==> src/rtl/ps2_pkg.sv <==
// Shared byte constants, decoder state and event layout for the PS/2 scan-code controller.
package ps2_pkg;

    localparam logic [7:0] PS2_EXT    = 8'hE0;
    localparam logic [7:0] PS2_BRK    = 8'hF0;
    localparam logic [7:0] PS2_ACK    = 8'hFA;
    localparam logic [7:0] PS2_BAT    = 8'hAA;
    localparam logic [7:0] PS2_ECHO   = 8'hEE;
    localparam logic [7:0] PS2_RESEND = 8'hFE;
    localparam logic [7:0] PS2_ERR0   = 8'h00;
    localparam logic [7:0] PS2_ERR1   = 8'hFF;

    typedef enum logic [1:0] {
        IDLE,
        EXT,
        BRK,
        EXT_BRK
    } scan_state_t;

    typedef struct packed {
        logic [7:0] code;
        logic       ext;
        logic       brk;
    } scan_event_t;

    localparam int EVENT_W = $bits(scan_event_t);

    // Keyboard housekeeping bytes that never form part of a key event.
    function automatic logic is_discard(input logic [7:0] b);
        return (b == PS2_ACK)  || (b == PS2_BAT)    || (b == PS2_ECHO) ||
               (b == PS2_RESEND) || (b == PS2_ERR0) || (b == PS2_ERR1);
    endfunction

endpackage

==> src/rtl/ps2_evt_fifo.sv <==
// First-word fall-through event FIFO; a write while full only lands if a read frees a slot that cycle.
module ps2_evt_fifo #(
    parameter  int DEPTH = 4,
    parameter  int WIDTH = 10,
    localparam int AW    = $clog2(DEPTH)
) (
    input  logic             clk,
    input  logic             reset,
    input  logic             wr_en,
    input  logic [WIDTH-1:0] wr_data,
    input  logic             rd_en,
    output logic [WIDTH-1:0] rd_data,
    output logic             full,
    output logic             empty,
    output logic [AW:0]      count
);

    logic [WIDTH-1:0] mem [DEPTH];
    logic [AW-1:0]    wr_ptr;
    logic [AW-1:0]    rd_ptr;
    logic             do_wr;
    logic             do_rd;

    assign full    = (count == (AW+1)'(DEPTH));
    assign empty   = (count == '0);
    assign do_rd   = rd_en && !empty;
    assign do_wr   = wr_en && (!full || do_rd);
    assign rd_data = mem[rd_ptr];

    // NOTE: the storage array is deliberately not reset; the empty flag guards every read of it.
    always_ff @(posedge clk) begin
        if (do_wr) begin
            mem[wr_ptr] <= wr_data;
        end
    end

    // NOTE: sequential state uses non-blocking assignments so every register samples pre-edge values.
    always_ff @(posedge clk or posedge reset) begin
        if (reset) begin
            wr_ptr <= '0;
            rd_ptr <= '0;
            count  <= '0;
        end else begin
            if (do_wr) wr_ptr <= wr_ptr + 1'b1;
            if (do_rd) rd_ptr <= rd_ptr + 1'b1;
            case ({do_wr, do_rd})
                2'b10:   count <= count + 1'b1;
                2'b01:   count <= count - 1'b1;
                default: count <= count;
            endcase
        end
    end

endmodule

==> src/rtl/ps2_scan_ctrl.sv <==
// PS/2 set-2 scan controller: folds E0/F0 prefixes into key events and queues them for the consumer.
module ps2_scan_ctrl
    import ps2_pkg::*;
#(
    parameter int FIFO_DEPTH  = 4,
    parameter int TIMEOUT_CYC = 2000000
) (
    input  logic       clk,
    input  logic       reset,
    input  logic       rx_done_tick,
    input  logic [7:0] rx_data,
    output logic       rx_en,
    output logic       ev_valid,
    input  logic       ev_ready,
    output logic [7:0] ev_code,
    output logic       ev_ext,
    output logic       ev_break,
    output logic       overflow,
    input  logic       clr_ovf
);

    localparam int CW = $clog2(FIFO_DEPTH) + 1;
    localparam int TW = $clog2(TIMEOUT_CYC + 1);

    scan_state_t   state;
    logic [TW-1:0] tmo_cnt;
    scan_event_t   push_ev;
    scan_event_t   head_ev;
    logic          push;
    logic          pop;
    logic          fifo_full;
    logic          fifo_empty;
    logic [CW-1:0] fifo_count;

    // Every non-prefix, non-housekeeping byte completes an event, whatever state we are in.
    // NOTE: all always_comb outputs get a default first so no latch is inferred.
    always_comb begin
        push    = 1'b0;
        push_ev = '{code: rx_data, ext: 1'b0, brk: 1'b0};
        if (rx_done_tick && rx_data != PS2_EXT && rx_data != PS2_BRK && !is_discard(rx_data)) begin
            push        = 1'b1;
            push_ev.ext = (state == EXT) || (state == EXT_BRK);
            push_ev.brk = (state == BRK) || (state == EXT_BRK);
        end
    end

    // A byte arriving on the expiry cycle is decoded first; the timeout only acts on idle cycles.
    always_ff @(posedge clk or posedge reset) begin
        if (reset) begin
            state   <= IDLE;
            tmo_cnt <= '0;
        end else if (rx_done_tick) begin
            tmo_cnt <= '0;
            if (push) begin
                state <= IDLE;
            end else if (state == IDLE && rx_data == PS2_EXT) begin
                state <= EXT;
            end else if (state == IDLE && rx_data == PS2_BRK) begin
                state <= BRK;
            end else if (state == EXT && rx_data == PS2_BRK) begin
                state <= EXT_BRK;
            end
        end else if (state != IDLE) begin
            if (tmo_cnt == TW'(TIMEOUT_CYC)) begin
                state   <= IDLE;
                tmo_cnt <= '0;
            end else begin
                tmo_cnt <= tmo_cnt + 1'b1;
            end
        end
    end

    ps2_evt_fifo #(
        .DEPTH (FIFO_DEPTH),
        .WIDTH (EVENT_W)
    ) u_fifo (
        .clk     (clk),
        .reset   (reset),
        .wr_en   (push),
        .wr_data (push_ev),
        .rd_en   (pop),
        .rd_data (head_ev),
        .full    (fifo_full),
        .empty   (fifo_empty),
        .count   (fifo_count)
    );

    assign ev_valid = !fifo_empty;
    assign pop      = ev_valid && ev_ready;
    assign ev_code  = ev_valid ? head_ev.code : 8'h00;
    assign ev_ext   = ev_valid && head_ev.ext;
    assign ev_break = ev_valid && head_ev.brk;

    // rx_en keeps one slot spare for a byte the receiver may already be shifting in.
    always_ff @(posedge clk or posedge reset) begin
        if (reset) begin
            rx_en    <= 1'b0;
            overflow <= 1'b0;
        end else begin
            rx_en <= (fifo_count < CW'(FIFO_DEPTH - 1));
            if (push && fifo_full && !pop) begin
                overflow <= 1'b1;
            end else if (clr_ovf) begin
                overflow <= 1'b0;
            end
        end
    end

endmodule
==> config.mk <==
export PLATFORM = sky130hd
export DESIGN_NAME = ps2_scan_ctrl
export DESIGN_NICKNAME = d
export VERILOG_FILES = /design/src/rtl/ps2_pkg.sv /design/src/rtl/ps2_evt_fifo.sv /design/src/rtl/ps2_scan_ctrl.sv
export SDC_FILE = /design/constraint.sdc
export NUM_CORES = 1
export LEC_CHECK = 0
export ABC_AREA = 1
export CORE_UTILIZATION = 50
export DETAILED_ROUTE_END_ITERATION = 12
export DONT_BUFFER_PORTS = 1
export PLACE_DENSITY = 0.77
export SYNTH_ARGS = -nofsm -noshare
export SYNTH_HDL_FRONTEND = slang
export SYNTH_HIERARCHICAL = 1
export SYNTH_SLANG_ARGS = --single-unit
==> constraint.sdc <==
create_clock -name clk -period 2.94 [get_ports clk]
set_input_delay 0.882 -clock clk [delete_from_list [all_inputs] [get_ports clk]]
set_output_delay 0.882 -clock clk [all_outputs]
set_load 0.02 [all_outputs]
Yosys cells after proc, flatten, opt, wreduce, memory -nomap -nowiden
Memories as Yosys holds them, arrays and structs flattened.
Index checks and enable logic that the tools add are counted.
Word-level totals
  register bits after elaboration: 32
  bits in latches: 0
  memory bits (writable): 40
  memory bits (read-only): 0
  bits of input ports: 13
  output and inout port bits: 13
  logic and storage cells: 83
  memories kept: 1
Operators by class
  $add $sub $neg: 5
  multipliers: 0
  divide/modulo/power cells: 0
  magnitude comparators: 1
  equality and inequality tests: 17
  shift operators: 0
  multiplexer cells: 18
  bitwise operators: 0
  reductions and logical operators: 34
Memory list
  u_fifo.mem: depth 4, width 10, read ports 1, clocked after memory_dff 0, write ports 1, RTL line ps2_evt_fifo.sv:18  | logic [WIDTH-1:0] mem [DEPTH];
Operators by type and width (count)
  two-way mux 21 bit: 3
  equality test 8 bit (second input constant): 7
  adder 21 x 1 -> 21 bit (second input constant): 1
  equality test 21 bit (second input constant): 1
  two-way mux 2 bit: 8
  != test 8 bit (second input constant): 2
  logical AND 1 bit: 13
  nonzero test 2 bit: 5
  logical NOT 8 bit: 1
  logical OR 1 bit: 8
  two-way mux 8 bit: 1
  equality test 2 bit (second input constant): 3
  case mux 3 bit (2 select lines): 1
  two-way mux 1 bit: 5
  != test 5 x 1 -> 1 bit (second input constant): 1
  adder 2 x 1 -> 2 bit (second input constant): 2
  equality test 2 x 1 -> 1 bit (second input constant): 2
  logical NOT 1 bit: 4
  adder 3 x 1 -> 3 bit (second input constant): 1
  equality test 3 bit (second input constant): 1
  logical NOT 3 bit: 1
  less-than comparator 3 x 2 -> 1 bit (second input constant): 1
  AND reduction 3 bit: 1
  subtractor 3 x 1 -> 3 bit (second input constant): 1
  logical NOT 2 bit: 1

Logic depth before layout (Yosys ltp)
  depth in word-level cells: 12
  gate-level depth with buffers: 17
  depth with buffers taken out: 17

Modules after synthesis
Netlist, hierarchy kept.
Modules (own cells, without submodules)
  ps2_evt_fifo: instances 1, cells each 171, area each 2003.2 um^2, sequential area each 1376.3 um^2
  ps2_scan_ctrl: instances 1, cells each 261, area each 1773.0 um^2, sequential area each 625.6 um^2

Least setup slack after synthesis
OpenSTA, ideal clock, no wires.
  kind: input to register
  from: in rx_data[1]
  to: reg u_fifo.count[1]
  library setup time: 0.083 ns
  arrival: 2.402 ns
  data required time: 2.857 ns
  setup slack: 0.455 ns
  stages: 12
  buffers on the path: 0
  cell sequence: nand2_1 -> inv_1 -> nand4_1 -> nand2_1 -> nand2_1 -> inv_1 -> nor2_1 -> nand2_4 -> ha_1 -> inv_1 -> fa_1 -> o21ai_0
Between the ends
  longest elaborated chain between the ends: 12
  elaborated cells on any way between the ends: 23
  those cells by class: eq/ne: 9; mux: 2; reduce/logical: 12
Ends and longest elaborated chain
  start, declared: RTL line ps2_scan_ctrl.sv:11  | input logic [7:0] rx_data,
  equality test 8 bit: RTL line ps2_pkg.sv:30  | return (b == PS2_ACK) || (b == PS2_BAT) || (b == PS2_ECHO) ||
  logical OR 1 bit (3 in a row): RTL line ps2_pkg.sv:30
  logical OR 1 bit (2 in a row): RTL line ps2_pkg.sv:31  | (b == PS2_RESEND) || (b == PS2_ERR0) || (b == PS2_ERR1);
  logical NOT 1 bit: RTL line ps2_scan_ctrl.sv:40  | if (rx_done_tick && rx_data != PS2_EXT && rx_data != PS2_BRK && !is_discard(rx_data)) begin
  logical AND 1 bit (*): RTL line ps2_scan_ctrl.sv:40
  two-way mux 1 bit (*): RTL line ps2_scan_ctrl.sv:40
  net push: RTL line ps2_scan_ctrl.sv:29  | logic push;
  logical AND 1 bit (*): RTL line ps2_evt_fifo.sv:27  | assign do_wr = wr_en && (!full || do_rd);
  equality test 2 x 1 -> 1 bit / equality test 2 bit (equally long branches): RTL line ps2_evt_fifo.sv:46  | case ({do_wr, do_rd})
  case mux 3 bit (2 select lines) / nonzero test 2 bit (equally long branches)
  end signal, assigned: RTL line ps2_evt_fifo.sv:47  | 2'b10: count <= count + 1'b1;
  end signal, assigned: RTL line ps2_evt_fifo.sv:48  | 2'b01: count <= count - 1'b1;
  end signal, assigned: RTL line ps2_evt_fifo.sv:49  | default: count <= count;
  end, declared: RTL line ps2_evt_fifo.sv:15  | output logic [AW:0] count
Mark *: on every way through the listed nets, which the timed path passes. The rest lies on a longest branch.
A chain may end at the register's enable or synchronous reset.

==> summary by stage <==
Status
The flow ran to the end, and the final reports show no timing, DRC or antenna violations.

Synth
The dominant synthesized flop cell is sky130_fd_sc_hd__edfxtp_1. The post-synthesis net count is 453. The average instance area after synthesis is 8.741 µm². The synthesis warning total is 6.

Counting flops with an async set or reset pin after synthesis yields a share of 44.44%. The count of cell types in the netlist is 35. The number of storage elements in the synthesis netlist is 72.

The synthesized cell area is 3776 µm². The share of the yosys chip area belonging to registers is 53.02%. In this run, synthesis inferred 40 flip-flops with an integrated enable. In the synthesized netlist, the number of instances is 432.

Critical path
STA classifies the critical path endpoint as an output port. Data on the critical path arrives at its endpoint at 1.88 ns. Of all nets on the critical path, the largest fanout is 14.

The launching element type of the critical path is a flip-flop. The data required time of the worst path is 2.06 ns. The setup path with the least slack is of type reg2out.

Clock network
After clock tree synthesis, the repair step resized 0 gates. The number of hold buffers added after CTS is 0. Post-CTS timing repair inserted 0 buffers for setup. The clock tree from TritonCTS is yes. The clock passes through at most 2 buffers. The number of buffers created by CTS is 9. The H-tree generated during clock tree synthesis spans 3 levels. The tree is rooted in a sky130_fd_sc_hd__clkbuf_8. Clock latency on the worst-skew pair, taken at its later pin, is 0.36 ns.

Clock tree synthesis found a total of 72 sinks. The clock-pin slew on the worst setup and hold paths is 0.09 ns.

Power
In this run the power density over the cells is 777.4 nW/µm². IR analysis of the VDD net gives a maximum drop of 0.0003650 V. The sum of internal, switching and leakage power is 3.159 mW. In this run the static leakage power is 1.738 nW.

Layout
The multi-input combinational cells in the finished layout cover a total of 1444 µm². The number of nets in the final layout is 463. The share of cells above drive strength 1 is 11.86%.

Summing all non-filler instances in the final layout gives an area of 4064 µm². The leading cell type in the layout, fill and taps excluded is sky130_fd_sc_hd__nor2_1. The repair_antennas step left the layout with diodes totalling 0. The library cells used most frequently in the layout, excluding fill and tap cells, are sky130_fd_sc_hd__nor2_1, sky130_fd_sc_hd__nand2_1, sky130_fd_sc_hd__inv_1. Registers take 2002 µm².

The number of fill cells is 665. Relative to the synthesized area, the layout overhead comes to 7.621%.

Placement
The routability-driven placement congestion ratio is 0.8986. Input and output buffers added on the ports amount to 0. The HPWL after detailed placement is 5.009 mm.

The post-detailed-placement cell area is 3880 µm².

STA
The final worst clock skew is 0.01304 ns. The final count of hold timing violations is 0. Setup repair after global routing left no endpoint under its margin. The maximum clock frequency is 362.7 MHz.

Hold timing on the final database bottoms out at a slack of 0.3341 ns. The worst path needs 2.757 ns of the cycle, external delays included. The final sum of negative setup slack is 0 ns. The max-slew headroom at the worst pin is 35.89%.

At the pin with the least slew margin, the transition time is 0.9607 ns. The count of final max-slew check failures is 0. The post-route fraction of the period consumed by the critical path is 93.78%.

Setup violations remaining at the end of the flow were counted as 0.

Global routing
The largest net degree at the start of global routing is 26. The global-route congestion overflow total is 0. The first-pass GRT wire length is 11.74 mm. The number of antenna violations at the first check in global routing is 0. The number of global-route vias before repair is 2688. The aggregate global-route resource usage is 20.03%.

Route
The post-route DRC violation count is 0. The number of vias in the routed layout is 2836. Dividing the detail-routed wire length by the instance count gives 13.16 µm. Summed over all layers, the routed wires come to 7.186 mm. Dividing the detail-routed via count by the number of cells gives 5.194. The number of DRC markers in iteration 0 is 171. The first detailed-routing pass took 4 iterations. Once detail routing completed, the nets flagged for antenna violations numbered 0.

Floorplan
The initial utilization of the core area, before any placement, comes to 51.78%. In this run the horizontal extent of the chip is 88.91 µm. The die covers 7904 µm². The floorplan step defined a core boundary enclosing 7292 µm². Pin placement for this block handled 26 I/O pins. After floorplanning, the core was divided into 31 placement rows. The overall die height is 88.91 µm.

Job
The count of maximum capacitance violations is 0.

Hold path
The type of the most critical hold path is in2async.
power breakdown:
part / internal [mW] / leakage (nW) / switching (mW)
clock network: 0.321 / 0.0877 / 0.414
registers: 1.25 / 0.799 / 0.121
logic: 0.312 / 0.851 / 0.742
routing by layer:
metal	part of all wire [%]	global-route usage (%)	up-vias	routed length, µm
met3	4.3	5.078	12	306
met2	50	34.41	57	3587
li1	-	-	1425	-
met4	1.9	9.971	0	139
met1	44	23.44	1342	3153
met5	0	0	-	0
state kept, by name (all words and copies together), names as in the netlist:
signal,flops
u_fifo/rd_ptr,2
u_fifo/mem,40
state,2
tmo_cnt,21
u_fifo/count,3
overflow,1
u_fifo/wr_ptr,2
rx_en,1
worst paths after layout:
path                       cells after the start                           end                         start  slack [ns]
setup reg to reg                              16   u_fifo/count[2]$_DFFE_PP0P_   u_fifo/count[0]$_DFFE_PP0P_        0.54
setup / recovery                               7                    ev_code[4]  u_fifo/rd_ptr[0]$_DFFE_PP0P_        0.18
hold / removal                                 1  u_fifo/wr_ptr[0]$_DFFE_PP0P_                         reset        0.33
hold reg to reg                                1               rx_en$_DFF_PP0_   u_fifo/count[2]$_DFFE_PP0P_        0.52
min in group clk                               1               rx_en$_DFF_PP0_   u_fifo/count[2]$_DFFE_PP0P_        0.52
max in group asynchronous                      1        tmo_cnt[0]$_DFFE_PP0P_                         reset        1.72
per-stage QoR:
step | cells | utilization (%) | setup WS (ns)
3_3_place_gp | 530 | 53.21 | 0.4503
5_1_grt | 546 | 55.73 | 0.01879
6_report | 546 | 55.73 | 0.1829
3_5_place_dp | 530 | 53.21 | 0.3487
4_1_cts | 546 | 55.71 | 0.1588
2_1_floorplan | 432 | - | 0.4551
logic make-up (layout without fill, tap and decap cells):
logic type | after synthesis | count (layout) | synth area share (%)
fa+ha+maj | 8 | 8 | 2.849
simple gates | 214 | 214 | 26.31
flops | 72 | 72 | 53.02
buf+inv | 75 | 90 | 8.748
xor+xnor | 5 | 5 | 1.160
compound gates | 58 | 58 | 7.919
synthesized netlist by cell type, types with 7 or more instances:
library cell,count,area [µm²]
sky130_fd_sc_hd__nand4_1,11,68.82
sky130_fd_sc_hd__inv_1,60,225.2
sky130_fd_sc_hd__nor2_1,81,304.0
sky130_fd_sc_hd__o21ai_0,14,70.07
sky130_fd_sc_hd__ha_1,7,87.58
sky130_fd_sc_hd__nor3_1,10,50.05
sky130_fd_sc_hd__a21oi_1,10,50.05
sky130_fd_sc_hd__dfrtp_1,32,800.8
sky130_fd_sc_hd__o21ai_1,30,150.1
sky130_fd_sc_hd__edfxtp_1,40,1201
sky130_fd_sc_hd__nand3_1,20,100.1
sky130_fd_sc_hd__nand2_1,68,255.2
worst max-delay path, stage by stage (launching register included):
cell	delay, ns
sky130_fd_sc_hd__dfrtp_1	0.56
sky130_fd_sc_hd__buf_4	0.27
sky130_fd_sc_hd__nor2_1	0.07
sky130_fd_sc_hd__nor2_1	0.09
sky130_fd_sc_hd__o21ai_1	0.07
sky130_fd_sc_hd__o21ai_1	0.08
sky130_fd_sc_hd__inv_1	0.06
sky130_fd_sc_hd__nor2_1	0.30
cell type report:
type                       instances  area share, %
sequential                        72          49.26
multi-input combinational        285          35.53
inverter                          66          6.188
clock buffer                       9          3.048
tap                               99          3.048
timing repair buffer               8          1.478
clock inverter                     7          1.447
Power figures use the tool's default switching activity.
